**config.mk**
```make
export PLATFORM = sky130hd
export DESIGN_NAME = prbs_ber_monitor
export DESIGN_NICKNAME = d
export VERILOG_FILES = /design/src/rtl/ber_pkg.sv /design/src/rtl/prbs_predictor.sv /design/src/rtl/prbs_ber_monitor.sv
export SDC_FILE = /design/constraint.sdc
export NUM_CORES = 1
export LEC_CHECK = 0
export BUFFER_PORTS_ARGS = -buffer_cell sky130_fd_sc_hd__buf_2
export CAP_MARGIN = 5
export CORE_UTILIZATION = 55
export DETAILED_ROUTE_END_ITERATION = 7
export GPL_ROUTABILITY_DRIVEN = 0
export GPL_TIMING_DRIVEN = 0
export PLACE_DENSITY = 0.74
export SLEW_MARGIN = 20
export SYNTH_ARGS = -nofsm -noshare
export SYNTH_HDL_FRONTEND = slang
export SYNTH_SLANG_ARGS = --single-unit
```
**constraint.sdc**
```tcl
create_clock -name sys_clk -period 3.28 [get_ports sys_clk]
set_clock_uncertainty 0.15 [all_clocks]
set_input_delay 0.164 -clock sys_clk [delete_from_list [all_inputs] [get_ports sys_clk]]
set_output_delay 0.164 -clock sys_clk [all_outputs]
set_load 0.01 [all_outputs]
```
**src/rtl/ber_pkg.sv**
```systemverilog
// rtl/ber_pkg.sv - shared state type and PRBS tap table for the BER monitor
package ber_pkg;

    typedef enum logic [1:0] {
        HUNT   = 2'd0,
        CHECK  = 2'd1,
        LOCKED = 2'd2
    } ber_state_t;

    // Second feedback tap of the x^N + x^TAP + 1 generator; 0 marks an unsupported order.
    function automatic int prbs_tap(input int order);
        case (order)
            7:       return 6;
            9:       return 5;
            15:      return 14;
            23:      return 18;
            31:      return 28;
            default: return 0;
        endcase
    endfunction

    function automatic bit prbs_order_legal(input int order);
        return prbs_tap(order) != 0;
    endfunction

endpackage

```
**src/rtl/prbs_predictor.sv**
```systemverilog
// rtl/prbs_predictor.sv - PRBS shift register, either seeded from the input bit or free-running
module prbs_predictor #(
    parameter int ORDER = 7,
    parameter int TAP   = 6
) (
    input  logic clk,
    input  logic rst_n,
    input  logic i_en,
    input  logic i_load,
    input  logic i_bit,
    output logic o_pred,
    output logic o_next_nz
);

    logic [ORDER-1:0] r_s;

    always_ff @(posedge clk or negedge rst_n) begin
        if (!rst_n) begin
            r_s <= '0;
        end else if (i_en) begin
            r_s <= {r_s[ORDER-2:0], i_load ? i_bit : o_pred};
        end
    end

    assign o_pred    = r_s[ORDER-1] ^ r_s[TAP-1];
    // Register contents after loading i_bit are non-zero (a valid seed).
    assign o_next_nz = |{r_s[ORDER-2:0], i_bit};

endmodule

```
**src/rtl/prbs_ber_monitor.sv**
```systemverilog
// rtl/prbs_ber_monitor.sv - self-synchronising PRBS bit-error-rate monitor
module prbs_ber_monitor
    import ber_pkg::*;
#(
    parameter int PRBS_ORDER  = 7,
    parameter int WIN_LOG2    = 10,
    parameter int CNT_W       = 32,
    parameter int LOSS_THRESH = 2**(WIN_LOG2-3),
    parameter int SYNC_MATCH  = 2*PRBS_ORDER
) (
    input  logic                sys_clk,
    input  logic                reset,
    input  logic                bit_en,
    input  logic                rx_bit,
    input  logic                clr,
    output logic                locked,
    output logic                err_pulse,
    output logic                win_done,
    output logic [WIN_LOG2:0]   win_err,
    output logic [CNT_W-1:0]    bit_cnt,
    output logic [CNT_W-1:0]    err_cnt
);

    localparam int SEED_W = $clog2(PRBS_ORDER+1);
    localparam int MATCH_W = $clog2(SYNC_MATCH+1);
    localparam logic [WIN_LOG2:0] LOSS_LIM = (WIN_LOG2+1)'(LOSS_THRESH);

    if (!prbs_order_legal(PRBS_ORDER)) begin : g_bad_order
        $error("prbs_ber_monitor: PRBS_ORDER must be 7, 9, 15, 23 or 31");
    end

    ber_state_t           r_state;
    ber_state_t           w_state_nx;
    logic [SEED_W-1:0]    r_seed;
    logic [MATCH_W-1:0]   r_match;
    logic [WIN_LOG2-1:0]  r_win_bits;
    logic [WIN_LOG2:0]    r_win_errs;
    logic [WIN_LOG2:0]    w_win_err_nx;
    logic                 w_pred;
    logic                 w_next_nz;
    logic                 w_load;
    logic                 w_mismatch;
    logic                 w_count;
    logic                 w_win_last;
    logic                 w_seed_full;
    logic                 w_match_full;
    logic                 w_lock_entry;

    assign w_mismatch   = rx_bit ^ w_pred;
    // A mismatch in CHECK reseeds from the offending bit instead of the prediction.
    assign w_load       = (r_state == HUNT) || ((r_state == CHECK) && w_mismatch);
    assign w_count      = bit_en && (r_state == LOCKED) && !clr;
    assign w_win_last   = w_count && (&r_win_bits);
    assign w_win_err_nx = r_win_errs + {{WIN_LOG2{1'b0}}, w_mismatch};
    assign w_seed_full  = (r_seed == SEED_W'(PRBS_ORDER-1));
    assign w_match_full = (r_match == MATCH_W'(SYNC_MATCH-1));
    assign w_lock_entry = (r_state == CHECK) && (w_state_nx == LOCKED);

    prbs_predictor #(
        .ORDER (PRBS_ORDER),
        .TAP   (prbs_tap(PRBS_ORDER))
    ) u_pred (
        .clk       (sys_clk),
        .rst_n     (reset),
        .i_en      (bit_en),
        .i_load    (w_load),
        .i_bit     (rx_bit),
        .o_pred    (w_pred),
        .o_next_nz (w_next_nz)
    );

    always_comb begin
        w_state_nx = r_state;
        if (bit_en) begin
            case (r_state)
                HUNT:    if (w_seed_full && w_next_nz) w_state_nx = CHECK;
                CHECK:   if (w_mismatch)               w_state_nx = HUNT;
                         else if (w_match_full)        w_state_nx = LOCKED;
                LOCKED:  if (w_win_last && (w_win_err_nx > LOSS_LIM)) w_state_nx = HUNT;
                default: w_state_nx = HUNT;
            endcase
        end
    end

    always_ff @(posedge sys_clk or negedge reset) begin
        if (!reset) begin
            r_state <= HUNT;
            locked  <= 1'b0;
        end else begin
            r_state <= w_state_nx;
            locked  <= (w_state_nx == LOCKED);
        end
    end

    always_ff @(posedge sys_clk or negedge reset) begin
        if (!reset) begin
            r_seed  <= '0;
            r_match <= '0;
        end else if (bit_en) begin
            case (r_state)
                HUNT: begin
                    r_match <= '0;
                    r_seed  <= w_seed_full ? '0 : r_seed + 1'b1;
                end
                CHECK: begin
                    if (w_mismatch) r_seed  <= SEED_W'(1);
                    else            r_match <= r_match + 1'b1;
                end
                default: r_seed <= '0;
            endcase
        end
    end

    always_ff @(posedge sys_clk or negedge reset) begin
        if (!reset) begin
            err_pulse  <= 1'b0;
            win_done   <= 1'b0;
            win_err    <= '0;
            bit_cnt    <= '0;
            err_cnt    <= '0;
            r_win_bits <= '0;
            r_win_errs <= '0;
        end else begin
            err_pulse <= 1'b0;
            win_done  <= 1'b0;
            if (clr) begin
                win_err    <= '0;
                bit_cnt    <= '0;
                err_cnt    <= '0;
                r_win_bits <= '0;
                r_win_errs <= '0;
            end else if (bit_en && w_lock_entry) begin
                r_win_bits <= '0;
                r_win_errs <= '0;
            end else if (w_count) begin
                if (!(&bit_cnt)) bit_cnt <= bit_cnt + 1'b1;
                if (w_mismatch) begin
                    err_pulse <= 1'b1;
                    if (!(&err_cnt)) err_cnt <= err_cnt + 1'b1;
                end
                r_win_bits <= r_win_bits + 1'b1;
                if (w_win_last) begin
                    win_err    <= w_win_err_nx;
                    win_done   <= 1'b1;
                    r_win_errs <= '0;
                end else begin
                    r_win_errs <= w_win_err_nx;
                end
            end
        end
    end

endmodule

```
Word level (Yosys, flattened, before mapping)
Cells that the tools add are included.

storage, ports and cells
  logic and storage cells = 96
  register bits after elaboration = 115

operators by class
  bitwise logic cells = 2
  reduce and logical (&&, ||, !) cells = 25
  $add $sub $neg = 6
  equal/unequal tests = 10
  order comparisons = 1
  multiplexer cells = 40

operators by type and width
  cell                   count
  $mux 32                9
  $mux 11                8
  $add 32x1->32 const B  2
  $reduce_and 32->1      2
  $mux 10                3
  $add 11x1->11          1
  $gt 11x8->1 const B    1
  $add 10x1->10 const B  1
  $mux 2                 5
  $ne 2x2->1 const B     5
  $reduce_and 10->1      1
  $mux 1                 9
  $reduce_and 3->1       3
  $logic_and 1x1->1      8
  $pmux 4 s2             1
  $reduce_bool 2->1      4
  $reduce_or 7->1        1
  $mux 3                 2
  $pmux 2 s3             1
  $pmux 3 s2             1
  $add 4x1->4 const B    1
  $eq 2x2->1 const B     2
  $eq 4x4->1 const B     1
  $mux 4                 1
  10 further kinds       11

Logic depth before layout (Yosys ltp)
  word-level depth = 13
  depth in mapped cells = 10

Modules after synthesis
Synthesis repeated with hierarchy kept, for this count alone.

second synthesis, totals
  cells, all modules = 684
  area, all modules = 6246.0 um^2

modules (own cells, without submodules)
  module            instances  seq. area each (um^2)  cells each  area an instance (um^2)
  prbs_ber_monitor  1          2702.6                 662         5940.7
  prbs_predictor    1          175.2                  22          305.3

Least setup slack after synthesis
Ideal clock, no wire load.

  kind = register to register
  start = register u_pred.r_s[6]
  end = register locked
  required time = 3036 ps
  stages on the path, launching flop included = 11
  setup slack = 526 ps
  data arrival time = 2510 ps
  cell sequence = dfrtp_1 > xnor3_2 > inv_1 > ha_1 > ha_1 > clkbuf_1 > nand3_1 > nor2_1 > or4_1 > a31o_2 > a211oi_1

on the way
  cells in the longest elaborated chain, start to end = 9

RTL lines
  what                    line                    RTL
  from (decl)             prbs_predictor.sv:15    logic [ORDER-1:0] r_s;
  from (signal assigned)  prbs_predictor.sv:21    r_s <= {r_s[ORDER-2:0], i_load ? i_bit : o_pred};
  $xor 1x1->1 (*)         prbs_predictor.sv:25    assign o_pred = r_s[ORDER-1] ^ r_s[TAP-1];
  $xor 1x1->1 (*)         prbs_ber_monitor.sv:49  assign w_mismatch = rx_bit ^ w_pred;
  $add 11x1->11           prbs_ber_monitor.sv:54  assign w_win_err_nx = r_win_errs + {{WIN_LOG2{1'b0}}, w_mismatch};
  $gt 11x8->1             prbs_ber_monitor.sv:79  LOCKED: if (w_win_last && (w_win_err_nx > LOSS_LIM)) w_state_nx = HUNT;
  $logic_and 1x1->1       prbs_ber_monitor.sv:79
  $mux 2                  prbs_ber_monitor.sv:79
  $pmux 2 s3 (*)          prbs_ber_monitor.sv:75  case (r_state)
  $mux 2 (*)              prbs_ber_monitor.sv:74  if (bit_en) begin
  $eq 2x2->1 (*)          prbs_ber_monitor.sv:91  locked <= (w_state_nx == LOCKED);
  to (signal assigned)    prbs_ber_monitor.sv:91
  to (decl)               prbs_ber_monitor.sv:16  output logic locked,

Mark *: on every way between the ends. The rest lies on a longest branch, timed or not.
A chain may end at the register's enable or synchronous reset.

Worst setup path after layout
  start = register u_pred.r_s[5]
  end = register locked

on the way
  cells in the longest elaborated chain, start to end = 9

RTL lines
  what               line
  $xor 1x1->1        prbs_predictor.sv:25
  $xor 1x1->1        prbs_ber_monitor.sv:49
  $add 11x1->11      prbs_ber_monitor.sv:54
  $gt 11x8->1        prbs_ber_monitor.sv:79
  $logic_and 1x1->1  prbs_ber_monitor.sv:79
  $mux 2             prbs_ber_monitor.sv:79
  $pmux 2 s3 (*)     prbs_ber_monitor.sv:75
  $mux 2 (*)         prbs_ber_monitor.sv:74
  $eq 2x2->1 (*)     prbs_ber_monitor.sv:91

Marks and branches as above.

==> flow_metrics.env <==
export IMPL_synth_edff_count=0
export IMPL_core_area_mm2=0.0110
export IMPL_fin_nets=772
export IMPL_synth_yosys_seq_area_share=0.460
export IMPL_drc=0
export IMPL_ff_latch_area_mm2=0.00288
export IMPL_num_vias=5713
export IMPL_fillCellCount=864
export IMPL_syn_to_final_growth_pct=18.9
export IMPL_crit_path_start_kind="flop"
export IMPL_drv_cap=0
export IMPL_synth_top_flop_cell="dfrtp_1"
export IMPL_first_pass_iters=5
export IMPL_antenna_left=0
export IMPL_die_w_um=109
export IMPL_cp_arrival_ns=3.24
export IMPL_initial_utilization=0.570
export IMPL_worst_setup_path_end_kind="flop"
export IMPL_overflow=0
export IMPL_cts_sinks=115
export IMPL_clk_latency_ns=0.41
export IMPL_fin_crit_sh=0.941
export IMPL_pre_cts_ws_ns=-0.00336
export IMPL_critPathMaxFanout=9
export IMPL_netlist_cell_type_count=71
export IMPL_multi_input_area_mm2=0.00316
export IMPL_cts_max_path_buffers=2
export IMPL_drt_wl_total_um=16000
export IMPL_drv_slew=0
export IMPL_h_tree_depth=4
export IMPL_placed_cell_area_mm2=0.00687
export IMPL_ys_seq_elements=115
export IMPL_synth_fp_nets=672
export IMPL_cts_tree="built"
export IMPL_die_area_mm2=0.0118
export IMPL_p_per_area_mw_per_mm2=483
export IMPL_hold_class="in -> reg"
export IMPL_worstSetupPathType="reg -> reg"
export IMPL_cts_made_buffers=17
export IMPL_hold_start="rx_bit"
export IMPL_synthArstFlopShare=1.00
export IMPL_worst_pin_slew_ns=0.930
export IMPL_grt_max_degree=77
export IMPL_viasPerCell=6.26
export IMPL_slowest_delay_ns=0.51
export IMPL_row_count=38
export IMPL_cp_slowest_cell="xnor3_2"
export IMPL_layout_min_cycle_time_ns=3.09
export IMPL_grt_use_total=0.287
export IMPL_hpwl_um=10900
export IMPL_cp_top_family="compound AO/OA/AOI/OAI gates"
export IMPL_clkTransAtPathRegs_ns=0.05
export IMPL_drive_gt1_frac=0.201
export IMPL_r2r_start="u_pred.r_s[5]"
export IMPL_slew_headroom=0.374
export IMPL_outcome="complete, no violations"
export IMPL_dieHeight_um=109
export IMPL_dr_first_iter_drc_count=532
export IMPL_required_ns=3.43
export IMPL_num_io_pins=83
export IMPL_irDropWorstVdd_uv=459
export IMPL_path_cells="xnor3_2 > inv_1 > ha_1 > ha_2 > a31oi_1 > a2111oi_1 > nand3_1 > a211oi_1"
export IMPL_layout_setup_ws_ns=0.192
export IMPL_finalSetupViolCount=0
export IMPL_diodes=0
export IMPL_syn_cell_area_mm2=0.00626
export IMPL_fin_area_mm2=0.00744
export IMPL_path_buf_inv=1
export IMPL_max_freq_mhz=324
export IMPL_cts_root_buf="clkbuf_16"
export IMPL_netlist_instances=660
export IMPL_antenna_found_initial=0
export IMPL_yosysWarnings=0
export IMPL_postSynthAreaPerCell_um2=9.48
export IMPL_grt_pass1_wl_um=25800
export IMPL_grt_pass1_vias=5310
export IMPL_wire_per_inst_um=17.5
export IMPL_portBuffers=80
export IMPL_p_leak_nw=3.27
export IMPL_crit_start="u_pred.r_s[5]"
export IMPL_hold_viol=0
-- synthesized netlist by cell type, drive strengths merged (2+ instances only) --
library cell | number | area, um^2
o41ai | 3 | 26.3
nand2b | 4 | 25.0
a211oi | 10 | 75.1
xnor2 | 14 | 123
mux2i | 4 | 40.0
a22o | 8 | 70.1
o211ai | 2 | 20.0
nor4 | 12 | 103
o22ai | 3 | 18.8
nand4 | 22 | 144
o21ai | 49 | 245
ha | 7 | 87.6
mux2 | 17 | 191
xor2 | 8 | 70.1
inv | 15 | 56.3
and4 | 9 | 78.8
nand4b | 2 | 17.5
and3 | 9 | 56.3
or4 | 21 | 161
dfrtp | 115 | 2880
o311ai | 2 | 17.5
nor2 | 58 | 225
nor4b | 3 | 32.5
nand3 | 30 | 150
a31o | 3 | 26.3
clkbuf | 19 | 71.3
nor3 | 15 | 80.1
or2 | 2 | 12.5
a31oi | 4 | 25.0
or3 | 19 | 119
a311oi | 2 | 17.5
a21oi | 41 | 205
o31ai | 20 | 164
buf | 17 | 95.1
nand2 | 55 | 206
a211o | 4 | 43.8
nor2b | 12 | 75.1
a2111oi | 4 | 35.0
-- worst reg2reg max path: stages, from the launching register on --
cell       delay (ns)
dfrtp_1          0.43
xnor3_2          0.51
inv_1            0.24
ha_1             0.31
ha_2             0.32
a31oi_1          0.11
a2111oi_1        0.46
nand3_1          0.18
a211oi_1         0.28
-- power breakdown --
group,internal (mW),leakage [nW],switching (mW)
clock network,1.12,0.283,0.608
registers,1.47,1.59,0.0554
logic,0.132,1.40,0.206
-- path summary, 6_finish.rpt --
kind	slack [ns]	to	cells after the start
worst min register to register	0.37	r_win_bits[3]	1
min in group asynchronous	0.08	u_pred.r_s[4]	2
worst max register to register	0.19	locked	8
worst max-delay path	0.19	locked	8
worst min-delay path	0.04	u_pred.r_s[0]	4
max in group asynchronous	2.20	err_cnt[16]	3
-- state kept, by name, indices dropped and copies added, names as in the netlist --
name	count
r_match	4
u_pred.r_s	7
r_win_bits	10
locked	1
win_done	1
bit_cnt	32
r_win_errs	11
win_err	11
err_pulse	1
r_state	2
r_seed	3
err_cnt	32
-- per-stage QoR --
| stage | setup TNS [ns] | utilization | hold slack [ns] | cells | power, mW |
|---|---|---|---|---|---|
| final | 0 | 0.677 | 0.0403 | 913 | 3.59 |
| after global placement | 0 | 0.622 | 0.345 | 880 | 1.86 |
| after CTS | 0 | 0.677 | 0.0224 | 913 | 3.62 |
| after floorplan | 0 | - | -0.282 | 660 | 1.76 |
| after global routing | -0.00176 | 0.677 | 0.0512 | 913 | 3.72 |
| after detailed placement | -0.00336 | 0.625 | -0.0470 | 881 | 1.89 |
-- layout by cell type, fill, tap and decap left out, drive strengths merged, types with 7 or more instances in the layout --
cell	instances
dfrtp	115
buf	98
nor2	58
nand2	55
o21ai	49
clkbuf	47
a21oi	41
nand3	30
nand4	22
or4	21
o31ai	20
or3	19
mux2	17
inv	15
nor3	15
xnor2	14
nor2b	12
nor4	12
a211oi	10
and4	9
and3	9
a22o	8
xor2	8
ha	7
-- logic make-up after synthesis --
| group | Yosys count | synth area share |
|---|---|---|
| fa+ha+maj | 7 | 0.0140 |
| mux | 21 | 0.0370 |
| xor+xnor | 23 | 0.0346 |
| compound gates | 163 | 0.170 |
| buf+inv | 51 | 0.0356 |
| simple gates | 280 | 0.249 |
| flops | 115 | 0.460 |
-- final cells by class --
type,count,share of cell area
buffer,35,0.0219
clock buffer,29,0.0740
clock inverter,3,0.00202
inverter,15,0.00757
multi-input combinational,494,0.425
sequential,115,0.387
tap,140,0.0235
timing repair buffer,82,0.0597
-- repair_timing --
item	4_1_cts	5_1_grt
endpoints found under the setup margin	1	1
resized for setup	0	2
hold endpoints to repair	115	0
pin swaps	0	0
hold buffers	1	0
setup buffers	0	0
-- per-layer routing --
metal,GRT usage,share of wire,vias to the layer above
met2,0.444,0.48,198
li1,-,-,2679
met4,0.147,0.020,0
met1,0.381,0.45,2807
met3,0.0616,0.056,29
met5,0,0,-
No activity file was read; power rests on OpenSTA's default activity.
